==> config.mk <==
export PLATFORM = sky130hd
export DESIGN_NAME = face_swap_ctrl
export DESIGN_NICKNAME = d
export VERILOG_FILES = /design/src/rtl/face_swap_pkg.sv /design/src/rtl/face_swap_axis_reg.sv /design/src/rtl/face_swap_ctrl.sv
export SDC_FILE = /design/constraint.sdc
export NUM_CORES = 1
export LEC_CHECK = 0
export CAP_MARGIN = 20
export CORE_AREA = 5 5 119 166
export DETAILED_ROUTE_END_ITERATION = 7
export DIE_AREA = 0 0 124 171
export PLACE_DENSITY = 0.68
export SLEW_MARGIN = 30
export SYNTH_ARGS = -nofsm -noshare
export SYNTH_HDL_FRONTEND = slang
export SYNTH_SLANG_ARGS = --single-unit
==> constraint.sdc <==
create_clock -name ACLK -period 4.9 [get_ports ACLK]
set_input_delay 1.225 -clock ACLK [delete_from_list [all_inputs] [get_ports ACLK]]
set_output_delay 1.225 -clock ACLK [all_outputs]
set_load 0.03 [all_outputs]
==> src/rtl/face_swap_pkg.sv <==
// face_swap_pkg: shared FSM state type and default widths for the face-swap stream controller.
package face_swap_pkg;
  localparam int DATA_W_DEF = 32;
  localparam int DIM_W_DEF  = 11;
  localparam int ERR_CNT_W  = 16;
  typedef enum logic [1:0] {IDLE, WAIT_SOF, ACTIVE, DONE} state_e;
endpackage

==> src/rtl/face_swap_axis_reg.sv <==
// face_swap_axis_reg: one-stage valid/ready register slice carrying data plus sideband bits.
module face_swap_axis_reg #(
  parameter int W = 8
) (
  input  logic         clk,
  input  logic         rst_n,
  input  logic [W-1:0] in_data,
  input  logic         in_valid,
  output logic         in_ready,
  output logic [W-1:0] out_data,
  output logic         out_valid,
  input  logic         out_ready
);
  logic [W-1:0] data_q;
  logic         valid_q;
  assign in_ready  = !valid_q || out_ready;
  assign out_data  = data_q;
  assign out_valid = valid_q;
  always_ff @(posedge clk or negedge rst_n) begin
    if (!rst_n) begin
      data_q  <= '0;
      valid_q <= 1'b0;
    end else if (in_ready) begin
      valid_q <= in_valid;
      if (in_valid) data_q <= in_data;
    end
  end
endmodule

==> src/rtl/face_swap_ctrl.sv <==
// face_swap_ctrl: frame-aligned AXI-Stream pass-through that regenerates tlast/tuser and flags ROI pixels.
// Defining FACE_SWAP_ERR_CNT_EN adds a saturating err_cnt output counting error events.
module face_swap_ctrl
  import face_swap_pkg::*;
#(
  parameter int DATA_W = DATA_W_DEF,
  parameter int DIM_W  = DIM_W_DEF
) (
  input  logic              ACLK,
  input  logic              ARESETN,
  input  logic              cfg_start,
  input  logic [DIM_W-1:0]  cfg_width,
  input  logic [DIM_W-1:0]  cfg_height,
  input  logic [DIM_W-1:0]  roi_x0,
  input  logic [DIM_W-1:0]  roi_y0,
  input  logic [DIM_W-1:0]  roi_w,
  input  logic [DIM_W-1:0]  roi_h,
  input  logic [DATA_W-1:0] s_axis_tdata,
  input  logic              s_axis_tvalid,
  output logic              s_axis_tready,
  input  logic              s_axis_tlast,
  input  logic              s_axis_tuser,
  output logic [DATA_W-1:0] m_axis_tdata,
  output logic              m_axis_tvalid,
  input  logic              m_axis_tready,
  output logic              m_axis_tlast,
  output logic              m_axis_tuser,
  output logic              m_roi,
  output logic              busy,
  output logic              done,
  output logic              err
`ifdef FACE_SWAP_ERR_CNT_EN
  ,
  output logic [ERR_CNT_W-1:0] err_cnt
`endif
);
  state_e state_q, state_d;
  logic [DIM_W-1:0] w_q, h_q, rx_q, ry_q, rw_q, rh_q;
  logic [DIM_W-1:0] x_q, x_d, y_q, y_d;
  logic [DIM_W:0] rx_end, ry_end;
  logic err_q, err_d, done_q, done_d;
  logic slice_rdy, in_stream, acc, fwd, start_ok, start_bad;
  logic last_x, last_px, err_ev, in_roi, drained;
  logic [DATA_W+2:0] pl_in, pl_out;
  assign in_stream     = state_q == WAIT_SOF || state_q == ACTIVE;
  assign s_axis_tready = in_stream && slice_rdy;
  assign acc           = s_axis_tvalid && s_axis_tready;
  // Before SOF only a tuser beat is forwarded; everything else is dropped.
  assign fwd           = acc && (state_q == ACTIVE || s_axis_tuser);
  assign start_ok      = cfg_start && state_q == IDLE && cfg_width != '0 && cfg_height != '0;
  assign start_bad     = cfg_start && state_q == IDLE && (cfg_width == '0 || cfg_height == '0);
  assign last_x        = x_q == w_q - DIM_W'(1);
  assign last_px       = last_x && y_q == h_q - DIM_W'(1);
  assign err_ev        = start_bad ||
                         (fwd && (s_axis_tlast != last_x || (state_q == ACTIVE && s_axis_tuser)));
  // Extra bit on the ROI end so x0+w never wraps.
  assign rx_end        = {1'b0, rx_q} + {1'b0, rw_q};
  assign ry_end        = {1'b0, ry_q} + {1'b0, rh_q};
  assign in_roi        = rw_q != '0 && rh_q != '0 &&
                         x_q >= rx_q && {1'b0, x_q} < rx_end &&
                         y_q >= ry_q && {1'b0, y_q} < ry_end;
  assign drained       = !m_axis_tvalid || m_axis_tready;
  assign pl_in         = {in_roi, state_q == WAIT_SOF, last_x, s_axis_tdata};
  assign {m_roi, m_axis_tuser, m_axis_tlast, m_axis_tdata} = pl_out;
  assign busy          = state_q != IDLE;
  assign done          = done_q;
  assign err           = err_q;
  always_comb begin
    state_d = state_q;
    x_d     = x_q;
    y_d     = y_q;
    err_d   = start_ok ? 1'b0 : (err_q || err_ev);
    done_d  = state_q == DONE && drained;
    unique case (state_q)
      IDLE: if (start_ok) begin
        state_d = WAIT_SOF;
        x_d     = '0;
        y_d     = '0;
      end
      WAIT_SOF, ACTIVE: if (fwd) begin
        state_d = last_px ? DONE : ACTIVE;
        x_d     = last_x ? '0 : x_q + DIM_W'(1);
        y_d     = last_x ? y_q + DIM_W'(1) : y_q;
      end
      DONE: if (drained) state_d = IDLE;
      default: state_d = IDLE;
    endcase
  end
  always_ff @(posedge ACLK or negedge ARESETN) begin
    if (!ARESETN) begin
      state_q <= IDLE;
      x_q     <= '0;
      y_q     <= '0;
      err_q   <= 1'b0;
      done_q  <= 1'b0;
    end else begin
      state_q <= state_d;
      x_q     <= x_d;
      y_q     <= y_d;
      err_q   <= err_d;
      done_q  <= done_d;
    end
  end
  always_ff @(posedge ACLK or negedge ARESETN) begin
    if (!ARESETN) begin
      {w_q, h_q, rx_q, ry_q, rw_q, rh_q} <= '0;
    end else if (start_ok) begin
      {w_q, h_q, rx_q, ry_q, rw_q, rh_q} <= {cfg_width, cfg_height, roi_x0, roi_y0, roi_w, roi_h};
    end
  end
  face_swap_axis_reg #(.W(DATA_W + 3)) u_out (
    .clk      (ACLK),
    .rst_n    (ARESETN),
    .in_data  (pl_in),
    .in_valid (fwd),
    .in_ready (slice_rdy),
    .out_data (pl_out),
    .out_valid(m_axis_tvalid),
    .out_ready(m_axis_tready)
  );
`ifdef FACE_SWAP_ERR_CNT_EN
  logic [ERR_CNT_W-1:0] err_cnt_q;
  always_ff @(posedge ACLK or negedge ARESETN) begin
    if (!ARESETN) err_cnt_q <= '0;
    else if (err_ev && err_cnt_q != '1) err_cnt_q <= err_cnt_q + ERR_CNT_W'(1);
  end
  assign err_cnt = err_cnt_q;
`endif
endmodule

### Word-level counts from Yosys, hierarchy flattened

Index checks and enable logic that the tools add are counted.

| word-level totals | value |
|---|---|
| register bits | 128 |
| latch bits | 0 |
| bits in writable memories | 0 |
| bits in read-only memories | 0 |
| output and inout port bits | 40 |
| word-level logic and storage cells | 84 |
| memories kept | 0 |

| cells by class | value |
|---|---|
| add/sub/neg operators | 6 |
| multipliers | 0 |
| divide/modulo/power cells | 0 |
| order comparisons | 4 |
| eq/ne operators | 10 |
| shift-type cells | 0 |
| mux-type cells | 13 |
| bitwise operators | 0 |
| reduce and logical (&&, ||, !) cells | 38 |

Operators by type and width:

| cell | number |
|---|---|
| $mux W11 | 5 |
| $pmux W11 S2 | 2 |
| $reduce_bool A11 Y1 | 4 |
| $add A11 B11 Y12 | 2 |
| $lt A11 B12 Y1 | 2 |
| $add A11 B1 Y11 const B | 2 |
| $eq A11 B11 Y1 | 2 |
| $ge A11 B11 Y1 | 2 |
| $logic_not A11 Y1 | 2 |
| $sub A11 B1 Y11 const B | 2 |
| $logic_and A1 B1 Y1 | 16 |
| $ne A2 B2 Y1 const B | 4 |
| $logic_or A1 B1 Y1 | 7 |
| $mux W2 | 3 |
| $pmux W2 S3 | 1 |
| $reduce_and A3 Y1 | 2 |
| $eq A2 B2 Y1 const B | 2 |
| $reduce_and A4 Y1 | 1 |
| $reduce_bool A2 Y1 | 2 |
| $eq A2 B1 Y1 const B | 1 |
| $logic_not A2 Y1 | 1 |
| $mux W1 | 2 |
| $reduce_and A2 Y1 | 1 |
| $reduce_or A2 Y1 | 1 |
| 2 further kinds | 2 |

### Longest topological paths before layout

Gate-level depths: netlist (run 1).

| depth | value |
|---|---|
| depth after elaboration | 9 |
| depth in mapped cells | 17 |

### Cells and area by module

From an unflattened synthesis (run 1), not the netlist that was laid out.

| second synthesis, totals | value |
|---|---|
| cells, all modules | 739 |
| area total of the unflattened synthesis | 8018.9 µm² |

By module, submodules not included:

| module | instances | cells an instance | area each (µm²) | sequential area each (µm²) |
|---|---|---|---|---|
| face_swap_ctrl | 1 | 662 | 6546.3 | 2302.2 |
| face_swap_axis_reg | 1 | 77 | 1472.7 | 900.9 |

### Worst setup path after synthesis (run 1)

Ideal clock, no wire load.

| path | value |
|---|---|
| path kind | reg-to-reg |
| start | reg rx_q[0] |
| end | reg u_out.data_q[34], in the netlist u_out.out_data[34] |
| setup time | 0.110 ns |
| arrival | 3.246 ns |
| required time | 4.790 ns |
| path slack | 1.543 ns |
| cell stages (with the launch flop) | 16 |
| path buffers | 0 |
| period minus slack after synthesis | 3.357 ns |
| cells stage by stage | dfrtp_1 > ha_1 > fa_1 > a21o_1 > a21oi_1 > o21bai_1 > a21oi_1 > o21ai_0 > a21o_1 > a21oi_1 > xor2_1 > ha_1 > or4_1 > a21oi_1 > o41ai_1 > o41ai_1 |

| on the way | value |
|---|---|
| longest elaborated chain between the ends | 5 |
| elaborated cells on any way between the ends | 7 |

RTL lines:

| item | RTL line | text |
|---|---|---|
| start, declared | face_swap_ctrl.sv:38 | `logic [DIM_W-1:0] w_q, h_q, rx_q, ry_q, rw_q, rh_q;` |
| start signal, assigned | face_swap_ctrl.sv:108 | `{w_q, h_q, rx_q, ry_q, rw_q, rh_q} <= {cfg_width, cfg_height, roi_x0, roi_y0, roi_w, roi_h};` |
| $add A11 B11 Y12 or $ge A11 B11 Y1 (tied branches) | face_swap_ctrl.sv:57, face_swap_ctrl.sv:60 |  |
| $lt A11 B12 Y1 or $logic_and A1 B1 Y1 (tied branches) | face_swap_ctrl.sv:60, face_swap_ctrl.sv:59 |  |
| $logic_and A1 B1 Y1 * (2 in series) | face_swap_ctrl.sv:60 | `x_q >= rx_q && {1'b0, x_q} < rx_end &&` |
| $logic_and A1 B1 Y1 * | face_swap_ctrl.sv:61 | `y_q >= ry_q && {1'b0, y_q} < ry_end;` |
| end signal, assigned | face_swap_axis_reg.sv:25 | `if (in_valid) data_q <= in_data;` |
| end, declared | face_swap_axis_reg.sv:14 | `logic [W-1:0] data_q;` |

Mark *: on every way between the ends. The rest lies on a longest branch, timed or not.
A chain may end at the register's enable or synchronous reset.

### Worst setup path after layout (run 1)

| path | value |
|---|---|
| start | in m_axis_tready |
| end | out s_axis_tready |

| on the way | value |
|---|---|
| longest elaborated chain between the ends | 2 |

RTL lines:

| item | RTL line | text |
|---|---|---|
| start, declared | face_swap_ctrl.sv:25 | `input logic m_axis_tready,` |
| $logic_or A1 B1 Y1 | face_swap_axis_reg.sv:16 | `assign in_ready = !valid_q \|\| out_ready;` |
| $logic_and A1 B1 Y1 | face_swap_ctrl.sv:46 | `assign s_axis_tready = in_stream && slice_rdy;` |
| end, declared | face_swap_ctrl.sv:20 | `output logic s_axis_tready,` |

Every way passes these cells.

==> summary.txt, run 1 <==
Outcome
  • Outcome: completed

Yosys
  • EDFF count, synth: 0
  • Synth area leader: dfrtp_1
  • XOR/XNOR share of the synthesized area: 0.0531
  • Mux share of post-synthesis cell area: 0.104
  • Synth Area in Compound Gates: 0.107
  • Synth area leaders: dfrtp_1 (41%), ha_1 (12%), mux2_2 (9.7%)
  • Cells after Synth: 793
  • Dominant synthesized flop cell: dfrtp_1
  • Synth Area in Simple Gates: 0.167
  • Syn_area_per_cell: 9.78 sq um
  • Netlist Area Pre-Place: 0.00776 sq mm
  • Synth Net Count: 972
  • Post-synth ARST share: 1.00
  • Largest family of logic cells by synthesized area: simple AND/OR/NAND/NOR gates
  • Synthesized flop and latch total: 128
  • Post-Synth Adder-Cell Area: 0.121
  • Distinct cell type count after synthesis: 57
  • Yosys top cell area share: 0.413
  • Seq/Total Area, Yosys: 0.413
  • Ys Warns: 0

Worst setup path
  • Startpoint Class: input port
  • Crit-path cells: clkdlybuf4s50_1, nor2b_1, nor2_1, clkdlybuf4s50_1
  • Most used cell, CP: clkdlybuf4s50_1
  • Largest fanout on the critical path: 4
  • Slowest CP cell: clkdlybuf4s50_1
  • CP Capture Type: output pin
  • Crit path kind: in2out
  • Largest stage delay, worst path: 610 ps
  • Arrival @ worst endpoint: 2700 ps
  • WP data required: 3670 ps

Clock tree
  • H-tree Lvls: 4
  • Clock Latency Late Sink: 430 ps
  • Clock-pin slew on the worst setup and hold paths: 60 ps
  • Cts repair resizes: 0
  • Post-CTS setup repair buffer count: 0
  • CTS buffer count: 17
  • Longest Clk Path Bufs: 2
  • CTS tree: built
  • Root buf cell: clkbuf_16
  • TritonCTS sink count: 128
  • # hold bufs at CTS: 0

Pwr
  • Combinational share of power: 0.519
  • Peak VDD IR: 331 uV
  • Switch Pwr: 2.84 mW
  • Flop pwr share: 0.289
  • Clock network fraction of total power: 0.192
  • Pleak: 4.58 nW
  • Internal power: 3.84 mW
  • Pwr Density: 663 mW/mm^2
  • Sw Ratio: 0.425

Placement
  • Final HPWL DP: 14.4 mm
  • Dpl cell area: 0.00948 sq mm
  • Dpl cells: 1166
  • Place WS: 1000 ps
  • I/O Buffers: 144
  • RD Place Congestion: 0.831

Timing
  • Hold Fails Final Rpt: 0
  • Final setup viols: 0
  • Final min period: 3920 ps
  • Layout Skew: 8.55 ps
  • Worst slew pin tran: 711 ps
  • Setup ws final: 978 ps
  • Relative slew slack: 0.524
  • RSZ-0062 raised after global routing: false
  • Peak Freq: 255 MHz
  • Setup TNS: 0 ps
  • Max-slew violations: 0
  • Period utilisation layout: 0.800

Layout
  • Final Non-Filler Cells: 1198
  • Layout area overhead: 30.0%
  • # fillers: 1642
  • N_diodes: 0
  • Nets@finish: 1120
  • Post-layout instance area: 0.0101 sq mm
  • Share of cells above drive strength 1: 0.123

Drt
  • Wire per inst: 16.1 microns
  • Post-DR vias/cell: 5.17
  • Initial DRC Count: 244
  • Drt pass-1 iters: 5
  • Detailed-route DRC error count: 0
  • Final WL: 19.3 mm
  • Routed vias: 6193
  • Antenna-violating nets left: 0

Floorplan
  • I/O pin cnt: 145
  • Die Area: 0.0212 sq mm
  • Core ar.: 0.0182 sq mm
  • Die Ht: 171 microns
  • Initial Util: 0.425
  • Die X-Extent: 124 microns
  • FP Rows: 59

Global routing
  • Largest net degree at the start of global routing: 72
  • Total gr overflow: 0
  • Global-route wire length before repair: 31.4 mm
  • Gr usage total: 0.190
  • Vias in the first global route: 6395
  • Antenna violations before repair: 0

Job
  • Max-Cap Viols: 0

Hold path
  • Hold WC Path Type: reg2reg
==> worst paths after layout <==
path / startpoint / end / slack, ps / depth (start not counted)
max: m_axis_tready / s_axis_tready / 980 / 4
min: u_out.out_data[6] / u_out.out_data[6] / 470 / 2
max reg2reg: rx_q[0] / u_out.out_data[34] / 1190 / 15
min reg2reg: u_out.out_data[6] / u_out.out_data[6] / 470 / 2
max in group asynchronous: ARESETN / w_q[0] / 3210 / 2
min in group asynchronous: ARESETN / rh_q[10] / 780 / 1
==> layout by cell type, fill, tap and decap left out, drive strengths merged, types with 8 or more instances in the layout <==
| cell type | count |
|---|---|
| xor2 | 18 |
| nor4 | 13 |
| xnor2 | 29 |
| clkdlybuf4s50 | 143 |
| dfrtp | 128 |
| buf | 9 |
| o21ai | 25 |
| nand2b | 16 |
| ha | 72 |
| inv | 55 |
| nor3 | 17 |
| nand2 | 134 |
| a21o | 13 |
| nor2 | 33 |
| a21oi | 46 |
| mux2 | 67 |
| clkbuf | 17 |
| nor2b | 8 |
| nand3 | 18 |
==> final cells by class <==
| type | instances | area (sq um) | area share |
|---|---|---|---|
| repair buffers | 152 | 1500 | 0.149 |
| inverters | 46 | 173 | 0.0171 |
| flip-flops and latches | 128 | 3200 | 0.318 |
| clock inverters | 15 | 170 | 0.0169 |
| multi-input cells | 596 | 4300 | 0.427 |
| well taps | 244 | 305 | 0.0303 |
| clock buffers | 17 | 425 | 0.0422 |
==> stage by stage <==
step	hold slack (ps)	utilization	power, mW
floorplan	500	-	4.38
global placement	457	0.520	5.35
detailed placement	462	0.520	5.42
CTS	479	0.553	6.75
global route	496	0.553	7.27
finish	472	0.553	6.68
==> registers in the layout (all words and copies together), names as in the netlist, 2 cells and up <==
signal and flops:
h_q 11, rh_q 11, rw_q 11, rx_q 11, ry_q 11, state_q 2
u_out.out_data 35, w_q 11, x_q 11, y_q 11
==> worst max-delay path, delay by kind of cell <==
family | cells | cell delay (ps)
and+or+nand+nor | 2 | 440
buffers and inverters | 2 | 1030
==> per-layer routing <==
layer | vias to the layer above | share of wire | GRT usage
met3 | 36 | 0.050 | 0.0503
li1 | 3070 | - | -
met4 | 0 | 0.024 | 0.0705
met5 | - | 0 | 0
met1 | 2952 | 0.39 | 0.215
met2 | 135 | 0.54 | 0.339
==> cells by family (layout without fill, tap and decap cells) <==
group / count (synthesis) / after routing
buffers and inverters: 69 / 230
AOI/OAI and AO/OA: 131 / 131
xor gates and xnor gates: 47 / 47
adders and majority gates: 74 / 74
and+or+nand+nor: 272 / 272
muxes: 72 / 72
DFF: 128 / 128
==> cell usage after synthesis, types with 18 or more instances <==
cell type / instances
nand2_1: 134
dfrtp_1: 128
ha_1: 72
mux2_2: 67
a21oi_1: 46
inv_1: 46
nor2_1: 33
xnor2_1: 29
o21ai_0: 25
clkbuf_1: 20
nand3_1: 18
xor2_1: 18
==> power by group through the flow <==
stage          Combinational, mW  Sequential [mW]  Clock, mW
2_1_floorplan               2.31             2.07          0
3_3_place_gp                3.41             1.94          0
3_5_place_dp                3.47             1.95          0
4_1_cts                     3.50             1.94       1.31
5_1_grt                     3.92             2.00       1.35
6_report                    3.47             1.93       1.28
(Power assumes the default switching activity.)
==> inputs of run 2 (changes only) <==
Settings changed: PLACE_DENSITY 0.68 to 0.71.
Clock period 4.9 ns to 3.45 ns, I/O delays scaled along.
==> run 2 against run 1 <==
Die area is the same. Critical path depth grew 10. Global-route usage shrank 0.45 points. Combinational power grew 53%. Register-to-register slack lost 1200 ps. Clock skew shrank 2.1 ps. Largest cell class unchanged.
==> summary.txt, run 2 (synthesis gave the netlist of run 1 again) <==
Worst setup path
  • Crit path kind: reg2reg
  • Arrival @ worst endpoint: 3710 ps (+1010 ps)
  • Largest stage delay, worst path: 530 ps (-80 ps)
  • CP Capture Type: register
  • Buf/Inv on CP: 1 (-1)
  • Most used cell, CP: a21oi_2
  • Crit path depth: 14 (+10)
  • Reg2reg end: u_out.out_data[34]
  • Critical path's top delay family: compound AO/OA/AOI/OAI gates
  • Slowest CP cell: or4_4
  • Startpoint Class: register
  • Crit-path cells: ha_2, fa_2, a21o_1, a21oi_2, o21bai_1, a21oi_2, o21ai_2, buf_4, xnor2_1, ha_2, or4_4, a21oi_2, o41ai_1, o41ai_1
  • Reg2Reg Setup Slack: 40 ps (-1150 ps)
  • R2R depth: 14 (-1)
  • Largest fanout on the critical path: 2 (-2)
  • Reg2Reg Launch Point: rw_q[0]
  • WP data required: 3750 ps (+80 ps)

Timing
  • Max-slew violations: 0 (unchanged)
  • Final min period: 3410 ps
  • Hold Fails Final Rpt: 0 (unchanged)
  • Relative slew slack: 0.437 (-0.0871)
  • RSZ-0062 raised after global routing: true
  • Worst slew pin tran: 844 ps (+133 ps)
  • Final setup viols: 0 (unchanged)
  • Setup TNS: 0 ps (unchanged)
  • Period utilisation layout: 0.989
  • Layout Skew: 6.49 ps (-2.06 ps)
  • Peak Freq: 293 MHz

Floorplan
  • I/O pin cnt: 145 (unchanged)
  • Core ar.: 0.0182 sq mm (unchanged)
  • Initial Util: 0.425 (unchanged)
  • Die Area: 0.0212 sq mm (unchanged)
  • Die X-Extent: 124 microns (unchanged)
  • Die Ht: 171 microns (unchanged)
  • FP Rows: 59 (unchanged)

Layout
  • Area of the multi-input gates: 0.00436 sq mm (+1.2%)
  • Nets@finish: 1138 (+1.6%)
  • # fillers: 1613 (-1.8%)
  • Register area: 0.00320 sq mm (unchanged)
  • Commonest non-fill, non-tap cell in the layout: clkdlybuf4s50_1
  • N_diodes: 0 (unchanged)
  • Max reg flops: 35 (unchanged)
  • Share of cells above drive strength 1: 0.154 (+0.0317)
  • Layout area overhead: 33.5%
  • Final Non-Filler Cells: 1216 (+1.5%)
  • Most frequent cells in the layout: clkdlybuf4s50_1 (143), nand2_1 (134), dfrtp_1 (128), ha_1 (68), mux2_2 (67)

Drt
  • Detailed-route DRC error count: 0 (unchanged)
  • Post-DR vias/cell: 5.16 (-0.22%)
  • Final WL: 19.3 mm (-0.16%)
  • Routed vias: 6272 (+1.3%)
  • Wire per inst: 15.9 microns (-1.6%)
  • Initial DRC Count: 185 (-24%)
  • Drt pass-1 iters: 4 (-1)
  • Antenna-violating nets left: 0 (unchanged)

Pwr
  • Pwr Density: 964 mW/mm^2 (+46%)
  • Peak VDD IR: 470 uV (+42%)
  • Pleak: 4.70 nW (+2.7%)

Global routing
  • Gr usage total: 0.185 (-0.00449)
  • Antenna violations before repair: 0 (unchanged)
  • Largest net degree at the start of global routing: 65 (-9.7%)
  • Global-route wire length before repair: 31.1 mm (-1.0%)
  • Vias in the first global route: 6473 (+1.2%)
  • Total gr overflow: 0 (unchanged)

Placement
  • RD Place Congestion: 0.854 (+2.8%)
  • Dpl cells: 1178 (+1.0%)
  • Final HPWL DP: 14.5 mm (+0.62%)
  • I/O Buffers: 144 (unchanged)

Clock tree
  • # hold bufs at CTS: 0 (unchanged)
  • TritonCTS sink count: 128 (unchanged)
  • Clock-pin slew on the worst setup and hold paths: 60 ps (about the same)
  • CTS tree: built
  • H-tree Lvls: 4 (unchanged)
  • Root buf cell: clkbuf_16
  • Clock Latency Late Sink: 420 ps (about the same)
  • Longest Clk Path Bufs: 2 (unchanged)
  • CTS buffer count: 17 (unchanged)

Outcome
  • Outcome: completed

Hold path
  • Hold WC Path Type: reg2reg
  • Min-Delay Endpoint: u_out.out_data[18]
  • Hold Crit Depth: 2 (unchanged)
  • Beginning of the worst hold path: u_out.out_data[18]

Job
  • Max-Cap Viols: 0 (unchanged)
[run 2: changes by cell type in the layout (fill, tap and decap cells not counted), sizes merged]
cell      previous run  this run
clkinvlp             2         0
clkinv               3         2
bufinv               1         4
buf                  9        27
[run 2: worst min-delay path, cell delays in order (launching register included)]
cell and delay [ps]:
dfrtp_1 340, nand2_1 50, nand2_1 50
[run 2: worst max path at each step]
stage / endpoint / startpoint
global route: u_out.out_data[34] / rw_q[0]
CTS: u_out.out_data[34] / rx_q[0]
detailed placement: u_out.out_data[34] / rx_q[0]
global placement: u_out.out_data[34] / rx_q[0]
floorplan: u_out.out_data[34] / rx_q[0]
finish: u_out.out_data[34] / rw_q[0]
[run 2: per-layer routing]
metal / part of all wire / global-route usage
met1: 0.38 / 0.204
met2: 0.57 / 0.350
met3: 0.025 / 0.0321
met4: 0.022 / 0.0667
met5: 0 / 0
[run 2: metrics by stage]
stage	utilization	worst slack [ps]	hold slack, ps	total power [mW]	cell area [sq um]
finish	0.568	38.5	472	9.98	10400
global route	0.568	-100	493	10.8	10400
CTS	0.564	16.2	477	9.94	10300
detailed placement	0.527	-84.5	462	7.80	9610
global placement	0.527	40.5	458	7.70	9610
floorplan	-	93.3	500	6.21	7760
[run 2: power by group]
part / internal, mW / switching, mW / leakage (nW)
clock: 1.24 / 0.753 / 0.317
combinational: 2.52 / 2.77 / 2.80
sequential: 2.13 / 0.568 / 1.59
[run 2: area by class of cell]
type | count | share of cell area
tap | 244 | 0.0295
multi-input combinational | 596 | 0.421
clock buffer | 17 | 0.0411
inverter | 46 | 0.0167
timing repair buffer | 170 | 0.161
clock inverter | 15 | 0.0212
sequential | 128 | 0.309
[run 2: what timing repair did]
action,CTS,global route
pin swaps,1,15
buffers inserted,3,3
setup endpoints to repair,1,1
resized for setup,2,18
cloned,0,0
